--- config.mk ---
export PLATFORM = sky130hd
export DESIGN_NAME = haar_stage_sequencer
export DESIGN_NICKNAME = d
export VERILOG_FILES = /design/src/rtl/haar_stage_sequencer.sv
export SDC_FILE = /design/constraint.sdc
export NUM_CORES = 1
export LEC_CHECK = 0
export BUFFER_PORTS_ARGS = -buffer_cell sky130_fd_sc_hd__buf_2
export CORE_AREA = 2 2 76 78
export DETAILED_ROUTE_END_ITERATION = 16
export DIE_AREA = 0 0 78 80
export MAX_ROUTING_LAYER = met4
export PLACE_DENSITY = 0.56
export RECOVER_POWER = 25
export SETUP_SLACK_MARGIN = 0.15
export SYNTH_ARGS = -nofsm -noshare
export SYNTH_HDL_FRONTEND = slang
export SYNTH_SLANG_ARGS = --single-unit
--- constraint.sdc ---
create_clock -name clk -period 2.2 [get_ports clk]
set_input_delay 0.11 -clock clk [delete_from_list [all_inputs] [get_ports clk]]
set_output_delay 0.11 -clock clk [all_outputs]
set_load 0.005 [all_outputs]
--- src/rtl/haar_stage_sequencer.sv ---
// haar_stage_sequencer
// ---------------------------------------------------------------------------
// Walks the stages of a Haar cascade for one detection window. For each
// stage it reads the feature count from the count table, streams that many
// feature-ROM addresses to the evaluator, then waits for the stage verdict.
// A failed stage ends the window at once. Passing the last stage reports a
// detected face.
//
// Ports
//   clk, reset            clock, synchronous active-high reset
//   i_start               start a window (only looked at in IDLE)
//   o_stage_index         current stage, addresses the count table
//   i_stage_count         feature count for o_stage_index (one cycle later)
//   o_feature_address     flat feature-ROM address, contiguous over stages
//   o_feature_valid       address valid
//   i_feature_ready       evaluator accepts the address
//   o_stage_last          marks the final feature of the current stage
//   i_stage_result_valid  verdict strobe from the evaluator
//   i_stage_pass          verdict, 1 = stage passed
//   o_busy                high whenever the sequencer is not idle
//   o_done                one-cycle pulse at the end of a window
//   o_face_detected       outcome of the last window, held until next start
//   o_dbg_state           current FSM state (debug)
//
// Feature stream handshake: an address transfers on a rising edge where
// o_feature_valid and i_feature_ready are both high. Once valid is raised,
// valid, address and last stay constant until that transfer happens; valid
// never depends on ready.
//
// Every output is a register or a decode of registered state, so there is
// no combinational path from any input to any output.
// ---------------------------------------------------------------------------
module haar_stage_sequencer #(
  parameter int ADDR_WIDTH  = 12,
  parameter int COUNT_WIDTH = 8,
  parameter int STAGE_WIDTH = 5,
  parameter int NUM_STAGES  = 25
) (
  input  logic                   clk,
  input  logic                   reset,
  input  logic                   i_start,
  output logic [STAGE_WIDTH-1:0] o_stage_index,
  input  logic [COUNT_WIDTH-1:0] i_stage_count,
  output logic [ADDR_WIDTH-1:0]  o_feature_address,
  output logic                   o_feature_valid,
  input  logic                   i_feature_ready,
  output logic                   o_stage_last,
  input  logic                   i_stage_result_valid,
  input  logic                   i_stage_pass,
  output logic                   o_busy,
  output logic                   o_done,
  output logic                   o_face_detected,
  output logic [2:0]             o_dbg_state
);

  typedef enum logic [2:0] {
    S_IDLE  = 3'd0,
    S_LOAD  = 3'd1,
    S_FETCH = 3'd2,
    S_WAIT  = 3'd3,
    S_DONE  = 3'd4
  } state_t;

  localparam logic [STAGE_WIDTH-1:0] LAST_STAGE = STAGE_WIDTH'(NUM_STAGES - 1);

  state_t                 state_q;
  logic [STAGE_WIDTH-1:0] stage_q;
  logic [ADDR_WIDTH-1:0]  addr_q;
  logic [COUNT_WIDTH-1:0] feat_cnt_q;
  logic [COUNT_WIDTH-1:0] cnt_max_q;
  logic                   detected_q;
  logic                   is_last_feat;

  // cnt_max_q is never zero while in FETCH, so the subtraction cannot wrap
  // into a false match there.
  assign is_last_feat = (feat_cnt_q == cnt_max_q - COUNT_WIDTH'(1));

  always_ff @(posedge clk) begin
    if (reset) begin
      state_q    <= S_IDLE;
      stage_q    <= '0;
      addr_q     <= '0;
      feat_cnt_q <= '0;
      cnt_max_q  <= '0;
      detected_q <= 1'b0;
    end else begin
      unique case (state_q)
        S_IDLE: begin
          if (i_start) begin
            stage_q    <= '0;
            addr_q     <= '0;
            feat_cnt_q <= '0;
            detected_q <= 1'b0;
            state_q    <= S_LOAD;
          end
        end

        S_LOAD: begin
          cnt_max_q  <= i_stage_count;
          feat_cnt_q <= '0;
          if (i_stage_count == '0) begin
            // An empty stage passes trivially; no features, no verdict.
            if (stage_q == LAST_STAGE) begin
              detected_q <= 1'b1;
              state_q    <= S_DONE;
            end else begin
              stage_q <= stage_q + STAGE_WIDTH'(1);
            end
          end else begin
            state_q <= S_FETCH;
          end
        end

        S_FETCH: begin
          if (i_feature_ready) begin
            // Address wraps silently; the cascade size is sized by the user.
            addr_q     <= addr_q + ADDR_WIDTH'(1);
            feat_cnt_q <= feat_cnt_q + COUNT_WIDTH'(1);
            if (is_last_feat) begin
              state_q <= S_WAIT;
            end
          end
        end

        S_WAIT: begin
          if (i_stage_result_valid) begin
            if (!i_stage_pass) begin
              detected_q <= 1'b0;
              state_q    <= S_DONE;
            end else if (stage_q == LAST_STAGE) begin
              detected_q <= 1'b1;
              state_q    <= S_DONE;
            end else begin
              stage_q <= stage_q + STAGE_WIDTH'(1);
              state_q <= S_LOAD;
            end
          end
        end

        S_DONE: begin
          // A start arriving here is dropped; only IDLE accepts it.
          state_q <= S_IDLE;
        end

        default: state_q <= S_IDLE;
      endcase
    end
  end

  assign o_stage_index     = stage_q;
  assign o_feature_address = addr_q;
  assign o_feature_valid   = (state_q == S_FETCH);
  assign o_stage_last      = (state_q == S_FETCH) && is_last_feat;
  assign o_busy            = (state_q != S_IDLE);
  assign o_done            = (state_q == S_DONE);
  assign o_face_detected   = detected_q;
  assign o_dbg_state       = state_q;

endmodule

After elaboration in Yosys (flattened, before gate mapping)
Index checks and enable logic that the tools add are counted.
Widths: inputs -> output; s select.

storage, ports and cells
  register bits after elaboration = 37
  output and inout port bits = 25
  logic and storage cells = 62

cells by class
  add/sub/neg operators = 4
  equal/unequal tests = 13
  multiplexer cells = 27
  reduce and logical (&&, ||, !) cells = 12

operators by type and width
  operator               count
  $mux 5                 5
  $mux 12                2
  $mux 3                 8
  $pmux 12 s2            1
  $pmux 8 s3             1
  $mux 8                 2
  $pmux 5 s3             1
  $add 12x1->12 const B  1
  $pmux 3 s4             1
  $reduce_and 5->1       2
  $reduce_bool 3->1      3
  $add 8x1->8 const B    1
  $eq 8x8->1             1
  $logic_not 8->1        1
  $ne 2x2->1 const B     4
  $sub 8x1->8 const B    1
  $eq 3x2->1 const B     2
  $reduce_and 3->1       2
  $add 5x1->5 const B    1
  $eq 5x5->1 const B     1
  $mux 1                 5
  $ne 2x1->1 const B     2
  $reduce_and 4->1       1
  $eq 3x1->1 const B     1
  other kinds (6)        6

Logic depth before layout (Yosys ltp)
Gate-level depths: netlist of run 1.

  depth after elaboration = 5
  gate-level depth with buffers = 7
  gate-level depth less buffers = 7

Worst setup path before layout of run 1
No wires, ideal clock.

  path kind = register to output
  start point = register cnt_max_q[0]
  end point = output port o_stage_last
  data arrival time = 1.539 ns
  required time = 2.090 ns
  path slack = 0.551 ns
  stages on the path, launching flop included = 7
  path through = dfxtp_1 inv_1 ha_1 a31o_2 a2111oi_4 o311ai_2 nor3_1

on the way
  word-level cells in the longest chain between the ends = 3

ends and longest elaborated chain
  item                    RTL line  source
  from (decl)             70        logic [COUNT_WIDTH-1:0] cnt_max_q;
  from (signal assigned)  99        cnt_max_q <= i_stage_count;
  $sub 8x1->8             76        assign is_last_feat = (feat_cnt_q == cnt_max_q - COUNT_WIDTH'(1));
  $eq 8x8->1              76
  $logic_and 1x1->1       153       assign o_stage_last = (state_q == S_FETCH) && is_last_feat;
  to (decl)               47        output logic o_stage_last,

No other way between the ends.

Worst setup path in the final report of run 1
Ends and elaborated chain as after synthesis.

==> metrics.md, run 1 <==
| Metric | Value |
|---|---|
| Status | finished clean |
| Pleak | 0.9185 nW |
| WHS Path Cells | 3 |
| Post-DP Area | 2359 um^2 |
| Syn. warnings | 0 |
| Pins Over Slew Limit | 0 |
| Synth area leader | dfxtp_1 |
| R2R setup slack | 430 ps |
| Detailed-placement wirelength estimate | 3668 um |
| Top cells by count, synth | dfxtp_1, nor2_1, a21oi_1 |
| Sequential element share of the synthesized area | 35.68% |
| Synth Area in Adders | 3.014% |
| Combinational share of power | 25.4% |
| Clock sinks | 37 |
| Main combinational cell family by area after synthesis | simple AND/OR/NAND/NOR gates |
| CP startpoint kind | register |
| FFs w/ async S/R, synth | 0% |
| Number of enable flip-flop cells after synthesis | 0 |
| Crit path kind | register to primary output |
| CP required | 2090 ps |
| Die ar. | 6240 um^2 |
| Fill cells | 585 |
| Die W | 78 um |
| Hold Path End | cnt_max_q[6] |
| Switching Share | 32.80% |
| Post-synthesis cell area | 2076 um^2 |
| Total CTS buffers | 5 |
| Sum Neg Setup Slack | 0 ps |
| Die Y | 80 um |
| Syn avg cell area | 8.205 um^2 |
| Max Cap Viol | 0 |
| Rows | 27 |
| Mapped Cells | 253 |
| Synthesized Nets | 272 |
| H-tree depth | 2 |
| CTS Buffer Depth | 2 |
| Post-route cell area | 2465 um^2 |
| Mux contribution to synthesized area | 1.025% |
| Most numerous cell in the Yosys netlist | dfxtp_1 |
| 1st-pass router iterations | 4 |
| DRC errors left | 0 |
| Total wire length | 4939 um |
| Post-CTS Setup Inserts | 0 |
| Largest net degree at the start of global routing | 23 |
| Hold_ws | 71.77 ps |
| RePlAce Congestion | 0.7970 |
| Final Hold Vio Count | 0 |
| Clock power share | 32.6% |
| Clk_lat worst skew | 290 ps |
| Synth unique cells | 50 |
| Slack of the critical path | 68.81 ps |
| Final period utilization | 96.87% |
| Worst slew pin tran | 585.5 ps |
| Worst reg2reg path endpoint | o_stage_index[4] |
| RSZ-0062 raised after global routing | yes |
| Ant diodes | 0 |
| Reg-to-reg startpoint | o_dbg_state[1] |
| Clock Skew | 15.61 ps |
| Top_reg_cell synth | dfxtp_1 |
| Achievable clock frequency | 0.4692 GHz |
| Psw | 602.6 uW |
| Post-DRT Antenna Nets | 0 |
| Seq pwr share | 42.0% |
| VDD IR max | 0.3867 mV |
| Io pins | 39 |
| Nets | 313 |
| Initial antenna violation count | 0 |
| Hold Path Origin | i_stage_count[6] |
| Core Area | 5405 um^2 |
| Setup-violating endpoint count in the final report | 0 |
| Vias in the first global route | 1801 |
| First-pass GRT wire length | 8183 um |
| Initial DRC Count | 137 |
| Post-synth top area share | 35.68% |
| Global Route Usage Sum | 16.96% |
| WL/cell | 13.46 um |
| Layout cells sized above 1 | 21.36% |
| Vias per cell | 5.243 |
| Register bit total from synthesis | 37 |
| Slew headroom | 60.82% |
| Top cells by area, synth | dfxtp_1, a21oi_1, nor2_1 |
| Setup WS pre-CTS | 339.8 ps |
| Reg2reg path depth | 6 |
| IO buf count | 38 |
| Pwr dens | 745.3 nW/um^2 |
| Root Driver | clkbuf_8 |
| Area Overhead vs Synth | 18.75% |
| Worst-path maximum fanout | 5 |
| Synth Area in Compound Gates | 20.07% |
| TritonCTS clock tree | done |
| Grt ovf | 0 |
| Fraction of synthesized cell area in xor and xnor cells | 8.017% |
| Fin crit period | 2131 ps |
| Clk slew on worst S/H paths | 80 ps |
| Internal Pwr Total | 1.235 mW |
| Simple-Gate Fraction of Synth Area | 28.87% |
| CP Data Arrival Time | 2020 ps |
| CTS Hold Bufs | 0 |
| Initial core utilization | 38.40% |
| Crit. End Element | primary output |
| HP Class | input pin to register |
| Vias | 1924 |
-- flip-flops by register name (all words and copies together), names as in the netlist --
register	count
o_feature_address	12
cnt_max_q	8
feat_cnt_q	8
o_stage_index	5
o_dbg_state	3
o_face_detected	1
-- cell families after synthesis --
group / after synthesis
xor gates and xnor gates: 19
muxes: 2
and+or+nand+nor: 110
AOI/OAI and AO/OA: 62
DFF: 37
buffers and inverters: 18
adders and majority gates: 5
-- power by group through the flow --
stage | clock network, mW | registers [mW] | logic (mW)
3_5_place_dp | 0 | 0.787 | 0.468
6_report | 0.599 | 0.772 | 0.466
5_1_grt | 0.647 | 0.780 | 0.518
3_3_place_gp | 0 | 0.787 | 0.465
4_1_cts | 0.617 | 0.772 | 0.469
2_1_floorplan | 0 | 0.759 | 0.355
-- how the worst max path moves through the flow --
stage / slack [ps] / startpoint / end
5_1_grt: -50 / cnt_max_q[0] / o_stage_last
3_3_place_gp: 370 / cnt_max_q[0] / o_stage_last
6_report: 70 / cnt_max_q[0] / o_stage_last
3_5_place_dp: 340 / cnt_max_q[0] / o_stage_last
2_1_floorplan: 550 / cnt_max_q[0] / o_stage_last
4_1_cts: 8 / cnt_max_q[0] / o_stage_last
-- stage by stage --
step	power, mW	std cells	util (%)
floorplan	1.114	253	-
global placement	1.252	359	43.63
detailed placement	1.255	359	43.63
CTS	1.858	367	45.69
global route	1.944	367	45.60
finish	1.837	367	45.60
-- worst max-delay path, stage by stage, from the launching register on --
cell and delay, ps:
dfxtp_2 350, or4_4 560, o211ai_1 180, o31ai_1 110, o311ai_2 320, nor3_1 70, buf_2 140
-- cells in the final DEF (no fill, tap or decap), types with 6 or more instances in the layout --
| master | n |
|---|---|
| a21oi_1 | 24 |
| buf_2 | 33 |
| clkbuf_1 | 6 |
| dfxtp_1 | 36 |
| inv_1 | 8 |
| nand2_1 | 21 |
| nand2b_1 | 6 |
| nand3_1 | 8 |
| nand4_1 | 14 |
| nor2_1 | 27 |
| nor3_1 | 6 |
| o21ai_0 | 12 |
| or3_1 | 6 |
| xnor2_1 | 9 |
| xor2_1 | 10 |
-- cell type report --
| cell class | count | area [um^2] | share of cell area [%] |
|---|---|---|---|
| timing repair buffer | 43 | 221.5 | 8.985 |
| sequential | 37 | 742.0 | 30.10 |
| multi-input combinational | 198 | 1266 | 51.37 |
| inverter | 9 | 33.78 | 1.371 |
| clock buffer | 6 | 72.57 | 2.944 |
| clock inverter | 2 | 38.79 | 1.574 |
| tap | 72 | 90.09 | 3.655 |
-- what timing repair did --
| item | CTS | global route |
|---|---|---|
| endpoints found under the setup margin | 1 | 1 |
| endpoints found under the hold margin | 0 | 0 |
| pin swaps | 0 | 0 |
| resized for setup | 0 | 1 |
-- metal layers --
| layer | global-route usage, % | routed length, um | up-vias |
|---|---|---|---|
| met1 | 21.71 | 2365 | 874 |
| met3 | 3.620 | 226 | 9 |
| li1 | - | - | 998 |
| met5 | - | 0 | - |
| met2 | 25.95 | 2251 | 43 |
| met4 | 7.368 | 95 | 0 |
No activity file was read; power rests on OpenSTA's default activity.
==> inputs of run 2 (changes only) <==
--- a/config.mk
+++ b/config.mk
@@ -6,13 +6,12 @@
 export NUM_CORES = 1
 export LEC_CHECK = 0
 export BUFFER_PORTS_ARGS = -buffer_cell sky130_fd_sc_hd__buf_2
-export CORE_AREA = 2 2 76 78
+export CORE_AREA = 2 2 72 81
 export DETAILED_ROUTE_END_ITERATION = 16
-export DIE_AREA = 0 0 78 80
+export DIE_AREA = 0 0 74 83
 export MAX_ROUTING_LAYER = met4
-export PLACE_DENSITY = 0.56
+export PLACE_DENSITY = 0.57
 export RECOVER_POWER = 25
-export SETUP_SLACK_MARGIN = 0.15
 export SYNTH_ARGS = -nofsm -noshare
 export SYNTH_HDL_FRONTEND = slang
 export SYNTH_SLANG_ARGS = --single-unit
==> metrics.md, run 2 (synthesis gave the netlist of run 1 again) <==
| Metric | Value |
|---|---|
| R2R setup slack | 450 ps (+20 ps) |
| Status | finished clean |
| IO buf count | 38 (unchanged) |
| Pins Over Slew Limit | 0 (unchanged) |
| Reg-to-reg startpoint | cnt_max_q[0] |
| Internal Pwr Total | 1.265 mW (+2.5%) |
| TritonCTS clock tree | done |
| Worst slew pin tran | 592.7 ps (+7.231 ps) |
| Initial DRC Count | 41 (-70%) |
| HP Class | input pin to register |
| Psw | 586.2 uW (-2.7%) |
| Nets | 313 (unchanged) |
| Max Cap Viol | 0 (unchanged) |
| H-tree depth | 2 (unchanged) |
| Post-DP Area | 2362 um^2 (+0.16%) |
| CP startpoint kind | register |
| Setup WS pre-CTS | 334.5 ps (-5.213 ps) |
| Final period utilization | 96.85% (about the same) |
| Sum Neg Setup Slack | 0 ps (unchanged) |
| CP required | 2090 ps (about the same) |
| RSZ-0062 raised after global routing | no |
| CP top delay family | simple AND/OR/NAND/NOR gates |
| Crit. End Element | primary output |
| Critical Path, Cell by Cell | or4_4 > o21ai_1 > a21oi_1 > o311ai_2 > nor3_1 > buf_2 |
| CP Data Arrival Time | 2020 ps (about the same) |
| Clock sinks | 37 (unchanged) |
| Pleak | 0.9212 nW (+0.30%) |
| WHS Path Cells | 3 (unchanged) |
| Hold Path End | cnt_max_q[2] |
| Combinational share of power | 25.3% (about the same) |
| Vias in the first global route | 1807 (+0.33%) |
| Area Overhead vs Synth | 19.47% |
| Pwr dens | 746.7 nW/um^2 (+0.18%) |
| Total CTS buffers | 5 (unchanged) |
| VDD IR max | 0.3752 mV (-3.0%) |
| Grt ovf | 0 (unchanged) |
| Post-CTS Setup Inserts | 0 (unchanged) |
| Ant diodes | 0 (unchanged) |
| Io pins | 39 (unchanged) |
| Fin crit period | 2131 ps (-0.4990 ps) |
| Clock power share | 33.2% (+0.6 points) |
| Die ar. | 6142 um^2 (-1.6%) |
| Die W | 74 um (-5.1%) |
| Reg2reg path depth | 5 (-1) |
| Switching Share | 31.66% (-1.1 points) |
| Most common library cell in the layout ignoring fill and taps | dfxtp_1 |
| 1st-pass router iterations | 4 (unchanged) |
| Core Area | 5290 um^2 (-2.1%) |
| Root Driver | clkbuf_8 |
| Initial core utilization | 39.24% (+0.84 points) |
| WL/cell | 13.06 um (-3.0%) |
| Worst-path maximum fanout | 5 (unchanged) |
| Final Hold Vio Count | 0 (unchanged) |
| Slowest-stage cell, CP | or4_4 |
| DRC errors left | 0 (unchanged) |
| Detailed-placement wirelength estimate | 3665 um (about the same) |
| Max FFs per register | 12 (unchanged) |
| Layout cells sized above 1 | 22.03% (+0.68 points) |
| Largest net degree at the start of global routing | 23 (unchanged) |
| Post-route cell area | 2480 um^2 (+0.61%) |
| Crit path kind | register to primary output |
| Setup-violating endpoint count in the final report | 0 (unchanged) |
| Die Y | 83 um (+3.8%) |
| Most frequent cells in the layout | dfxtp_1, buf_2, nor2_1 |
| Vias | 1907 (-0.88%) |
| First-pass GRT wire length | 8355 um (+2.1%) |
| Seq pwr share | 41.5% (-0.5 points) |
| Clk slew on worst S/H paths | 70 ps (about the same) |
| Post-DRT Antenna Nets | 0 (unchanged) |
| Hold Path Origin | i_stage_count[2] |
| Final total power | 1.852 mW (+0.79%) |
| RePlAce Congestion | 0.8004 (+0.43%) |
| Slew headroom | 60.34% (-0.48 points) |
| Crit path buf inv count | 1 (unchanged) |
| Global Route Usage Sum | 17.42% (+0.46 points) |
| Clock Skew | 4.949 ps (-10.66 ps) |
| Achievable clock frequency | 0.4693 GHz (about the same) |
| CTS Buffer Depth | 2 (unchanged) |
| Slack of the critical path | 69.31 ps (+0.4990 ps) |
| Initial antenna violation count | 0 (unchanged) |
| Rows | 28 (+3.7%) |
| Clk_lat worst skew | 290 ps (about the same) |
| Worst reg2reg path endpoint | o_dbg_state[0] |
| Total wire length | 4832 um (-2.2%) |
| Vias per cell | 5.154 (-1.7%) |
| CP peak stage delay | 560 ps (about the same) |
## run 2: cell types whose count changed in the layout (fill, tap and decap cells not counted), sizes merged
cell,change
clkbuf,+1
clkinv,-1
## run 2: worst max path at each step
| stage | startpoint | to | slack, ps | cells after the start |
|---|---|---|---|---|
| floorplan | cnt_max_q[0] | o_stage_last | 550 | 6 |
| global placement | cnt_max_q[0] | o_stage_last | 410 | 7 |
| detailed placement | cnt_max_q[0] | o_stage_last | 330 | 7 |
| CTS | cnt_max_q[0] | o_stage_last | 10 | 7 |
| global route | cnt_max_q[0] | o_stage_last | 9 | 6 |
| finish | cnt_max_q[0] | o_stage_last | 70 | 6 |
## run 2: routing by layer
metal  global-route usage [%]  vias to the layer above  part of all wire, %
met5                        -                        -                    0
met1                    22.49                      871                   48
met3                    3.762                        9                  3.4
li1                         -                      995                    -
met4                    5.620                        0                  1.6
met2                    26.87                       32                   47
## run 2: timing repair
action,4_1_cts,5_1_grt
hold endpoints to repair,0,0
setup endpoints to repair,0,1
gates resized for setup,0,4
hold buffers,0,0
## run 2: final cells by class
cell class              instances  area, um^2
fillers                       550        2810
multi-input cells             198        1269
flip-flops and latches         37       745.7
repair buffers                 43       221.5
well taps                      75       93.84
clock buffers                   7       86.33
inverters                       9       33.78
clock inverters                 1       30.03
## run 2: worst register-to-register path, cell delays in order, from the launching register on
cell and delay [ps]:
dfxtp_4 360, or4_4 560, o21ai_1 150, a21oi_1 90, o311ai_2 340, a211oi_2 120
## run 2: metrics by stage
stage / hold slack (ps) / cells / util (%)
after CTS: 64.83 / 370 / 46.85
after global routing: 77.49 / 370 / 46.88
final: 74.56 / 370 / 46.88
after global placement: 374.8 / 362 / 44.65
after floorplan: 246.0 / 253 / -
after detailed placement: 373.2 / 362 / 44.65
## run 2: power groups by stage
| stage | logic (mW) | registers, mW | clock network (mW) |
|---|---|---|---|
| 2_1_floorplan | 0.355 | 0.759 | 0 |
| 3_3_place_gp | 0.468 | 0.784 | 0 |
| 3_5_place_dp | 0.472 | 0.784 | 0 |
| 4_1_cts | 0.473 | 0.768 | 0.637 |
| 5_1_grt | 0.520 | 0.779 | 0.663 |
| 6_report | 0.468 | 0.769 | 0.615 |
==> inputs of run 3 (changes only) <==
--- a/config.mk
+++ b/config.mk
@@ -7,6 +7,7 @@
 export LEC_CHECK = 0
 export BUFFER_PORTS_ARGS = -buffer_cell sky130_fd_sc_hd__buf_2
 export CORE_AREA = 2 2 72 81
+export CTS_BUF_LIST = sky130_fd_sc_hd__clkbuf_8
 export DETAILED_ROUTE_END_ITERATION = 16
 export DIE_AREA = 0 0 74 83
 export MAX_ROUTING_LAYER = met4
==> constraint.sdc (replaced) <==
create_clock -name clk -period 2.5 [get_ports clk]
set_input_delay 0.125 -clock clk [delete_from_list [all_inputs] [get_ports clk]]
set_output_delay 0.125 -clock clk [all_outputs]
set_load 0.005 [all_outputs]
==> metrics.md, run 3 (synthesis gave the netlist of run 1 again) <==
| Metric | Value |
|---|---|
| Vias per cell | 5.275 (+2.4%) |
| Detailed-placement wirelength estimate | 3624 um (-1.1%) |
| CP startpoint kind | register |
| Critical Path, Cell by Cell | inv_1 > ha_1 > a31o_2 > a2111oi_4 > o311ai_2 > nor3_1 > buf_2 |
| Total CTS buffers | 5 (unchanged) |
| Pleak | 0.9094 nW (-1.3%) |
| Initial antenna violation count | 0 (unchanged) |
| Worst slew pin tran | 594.8 ps (+2.156 ps) |
| Slowest-stage cell, CP | dfxtp_1 |
| Io pins | 39 (unchanged) |
| Area of the multi-input gates | 1266 um^2 (-0.20%) |
| WHS Path Cells | 3 (unchanged) |
| Setup-violating endpoint count in the final report | 0 (unchanged) |
| CP peak stage delay | 400 ps (-160 ps) |
| CTS Buffer Depth | 2 (unchanged) |
| Slack of the critical path | 285.5 ps (+216.2 ps) |
| CP top delay family | compound AO/OA/AOI/OAI gates |
| Nets | 310 (-0.96%) |
| Crit path kind | register to primary output |
| Placed Cells incl. Taps | 359 (-0.83%) |
| Grt ovf | 0 (unchanged) |
| Clk_lat worst skew | 290 ps (about the same) |
| HP Class | input pin to register |
| CP required | 2380 ps (+290 ps) |
| Die Y | 83 um (unchanged) |
| Initial DRC Count | 50 (+22%) |
| Status | finished clean |
| Most frequent cells in the layout | dfxtp_1, buf_2, nor2_1 |
| Total wire length | 4799 um (-0.68%) |
| TritonCTS clock tree | done |
| Clock Skew | 10.38 ps (+5.432 ps) |
| Final Hold Vio Count | 0 (unchanged) |
| Ant diodes | 0 (unchanged) |
| Pins Over Slew Limit | 0 (unchanged) |
| Post-cts resize count | 0 (unchanged) |
| CP Data Arrival Time | 2090 ps (+70 ps) |
| Vias in the first global route | 1817 (+0.55%) |
| Fin crit period | 2215 ps |
| Largest net degree at the start of global routing | 23 (unchanged) |
| Worst-path maximum fanout | 6 (+1) |
| DRC errors left | 0 (unchanged) |
| Achievable clock frequency | 0.4516 GHz |
| R2R setup slack | 690 ps (+240 ps) |
| WL/cell | 13.08 um (+0.13%) |
| Core Area | 5290 um^2 (unchanged) |
| Crit path buf inv count | 2 (+1) |
| RSZ-0062 raised after global routing | no |
| Sum Neg Setup Slack | 0 ps (unchanged) |
| H-tree depth | 2 (unchanged) |
| Layout cells sized above 1 | 20.89% (-1.1 points) |
| Clk slew on worst S/H paths | 70 ps (about the same) |
| Area Overhead vs Synth | 18.26% |
| Crit. End Element | primary output |
| Die ar. | 6142 um^2 (unchanged) |
| Final total power | 1.619 mW (-13%) |
| Most common library cell in the layout ignoring fill and taps | dfxtp_1 |
| Slew headroom | 60.20% (-0.14 points) |
| Rows | 28 (unchanged) |
| RePlAce Congestion | 0.7768 (-2.9%) |
| CTS Hold Bufs | 0 (unchanged) |
| 1st-pass router iterations | 4 (unchanged) |
| Post-CTS Setup Inserts | 0 (unchanged) |
| Pwr dens | 659.5 nW/um^2 (-12%) |
| Clock sinks | 37 (unchanged) |
| Vias | 1936 (+1.5%) |
| Max FFs per register | 12 (unchanged) |
| Initial core utilization | 39.24% (unchanged) |
| Area occupied by registers | 740.7 um^2 (-0.67%) |
| Hold Path End | cnt_max_q[1] |
| Root Driver | clkbuf_8 |
| Setup WS pre-CTS | 583.7 ps (+249.2 ps) |
| VDD IR max | 0.3025 mV (-19%) |
| Post-DRT Antenna Nets | 0 (unchanged) |
| Worst reg2reg path endpoint | o_feature_address[10] |
| Final period utilization | 88.58% |
| Reg2reg path depth | 4 (-1) |
| First-pass GRT wire length | 8224 um (-1.6%) |
| Fill cells | 528 (-4.0%) |
| Max Cap Viol | 0 (unchanged) |
| Global Route Usage Sum | 17.03% (-0.39 points) |
| Reg-to-reg startpoint | o_dbg_state[1] |
| Final Core Density | 46.40% (-0.47 points) |
| Die W | 74 um (unchanged) |
| Hold Path Origin | i_stage_count[1] |
| IO buf count | 38 (unchanged) |
| Non-Filler Instances | 367 (-0.81%) |
run 3: cell count changes in the layout (fill, tap and decap cells not counted):
cell,delta
dfxtp_4,-1
ha_2,-1
clkbuf_1,-2
dfxtp_1,+2
buf_4,-3
buf_2,+1
dfxtp_2,-1
clkinvlp_4,+1
ha_1,+1
run 3: layout make-up:
type | instances | area share, %
Clock buffer | 6 | 3.364
Clock inverter | 2 | 1.529
Inverter | 9 | 1.376
Multi-Input combinational cell | 198 | 51.58
Sequential cell | 37 | 30.17
Tap cell | 75 | 3.823
Timing Repair Buffer | 40 | 8.155
run 3: worst register-to-register path, cell delays in order, from the launching register on:
cell	delay [ps]
dfxtp_1	680
mux2_2	350
nand4_2	200
or3_1	390
a21oi_1	140
run 3: worst max path at each step:
stage                            start            to  slack [ps]  cells past startpoint
after global routing      cnt_max_q[0]  o_stage_last         130                      8
after floorplan           cnt_max_q[0]  o_stage_last         840                      6
after CTS                 cnt_max_q[0]  o_stage_last         270                      8
final                     cnt_max_q[0]  o_stage_last         290                      7
after global placement    cnt_max_q[0]  o_stage_last         630                      6
after detailed placement  cnt_max_q[0]  o_stage_last         580                      8
run 3: power breakdown:
part	switching, mW	internal [mW]
clock	0.223	0.324
combinational	0.233	0.158
sequential	0.0611	0.620
total	0.517	1.10
run 3: per-stage QoR:
stage	instance area [um^2]	hold slack, ps
finish	2455	94.80
global route	2455	99.71
CTS	2460	86.55
detailed placement	2340	390.5
global placement	2340	379.0
floorplan	2076	261.0
run 3: layer usage:
layer	track usage, %	vias to the layer above	routed length, um
li1	-	998	-
met1	20.95	904	2252
met2	27.35	26	2307
met3	3.519	8	151
met4	5.785	0	88
met5	-	-	0
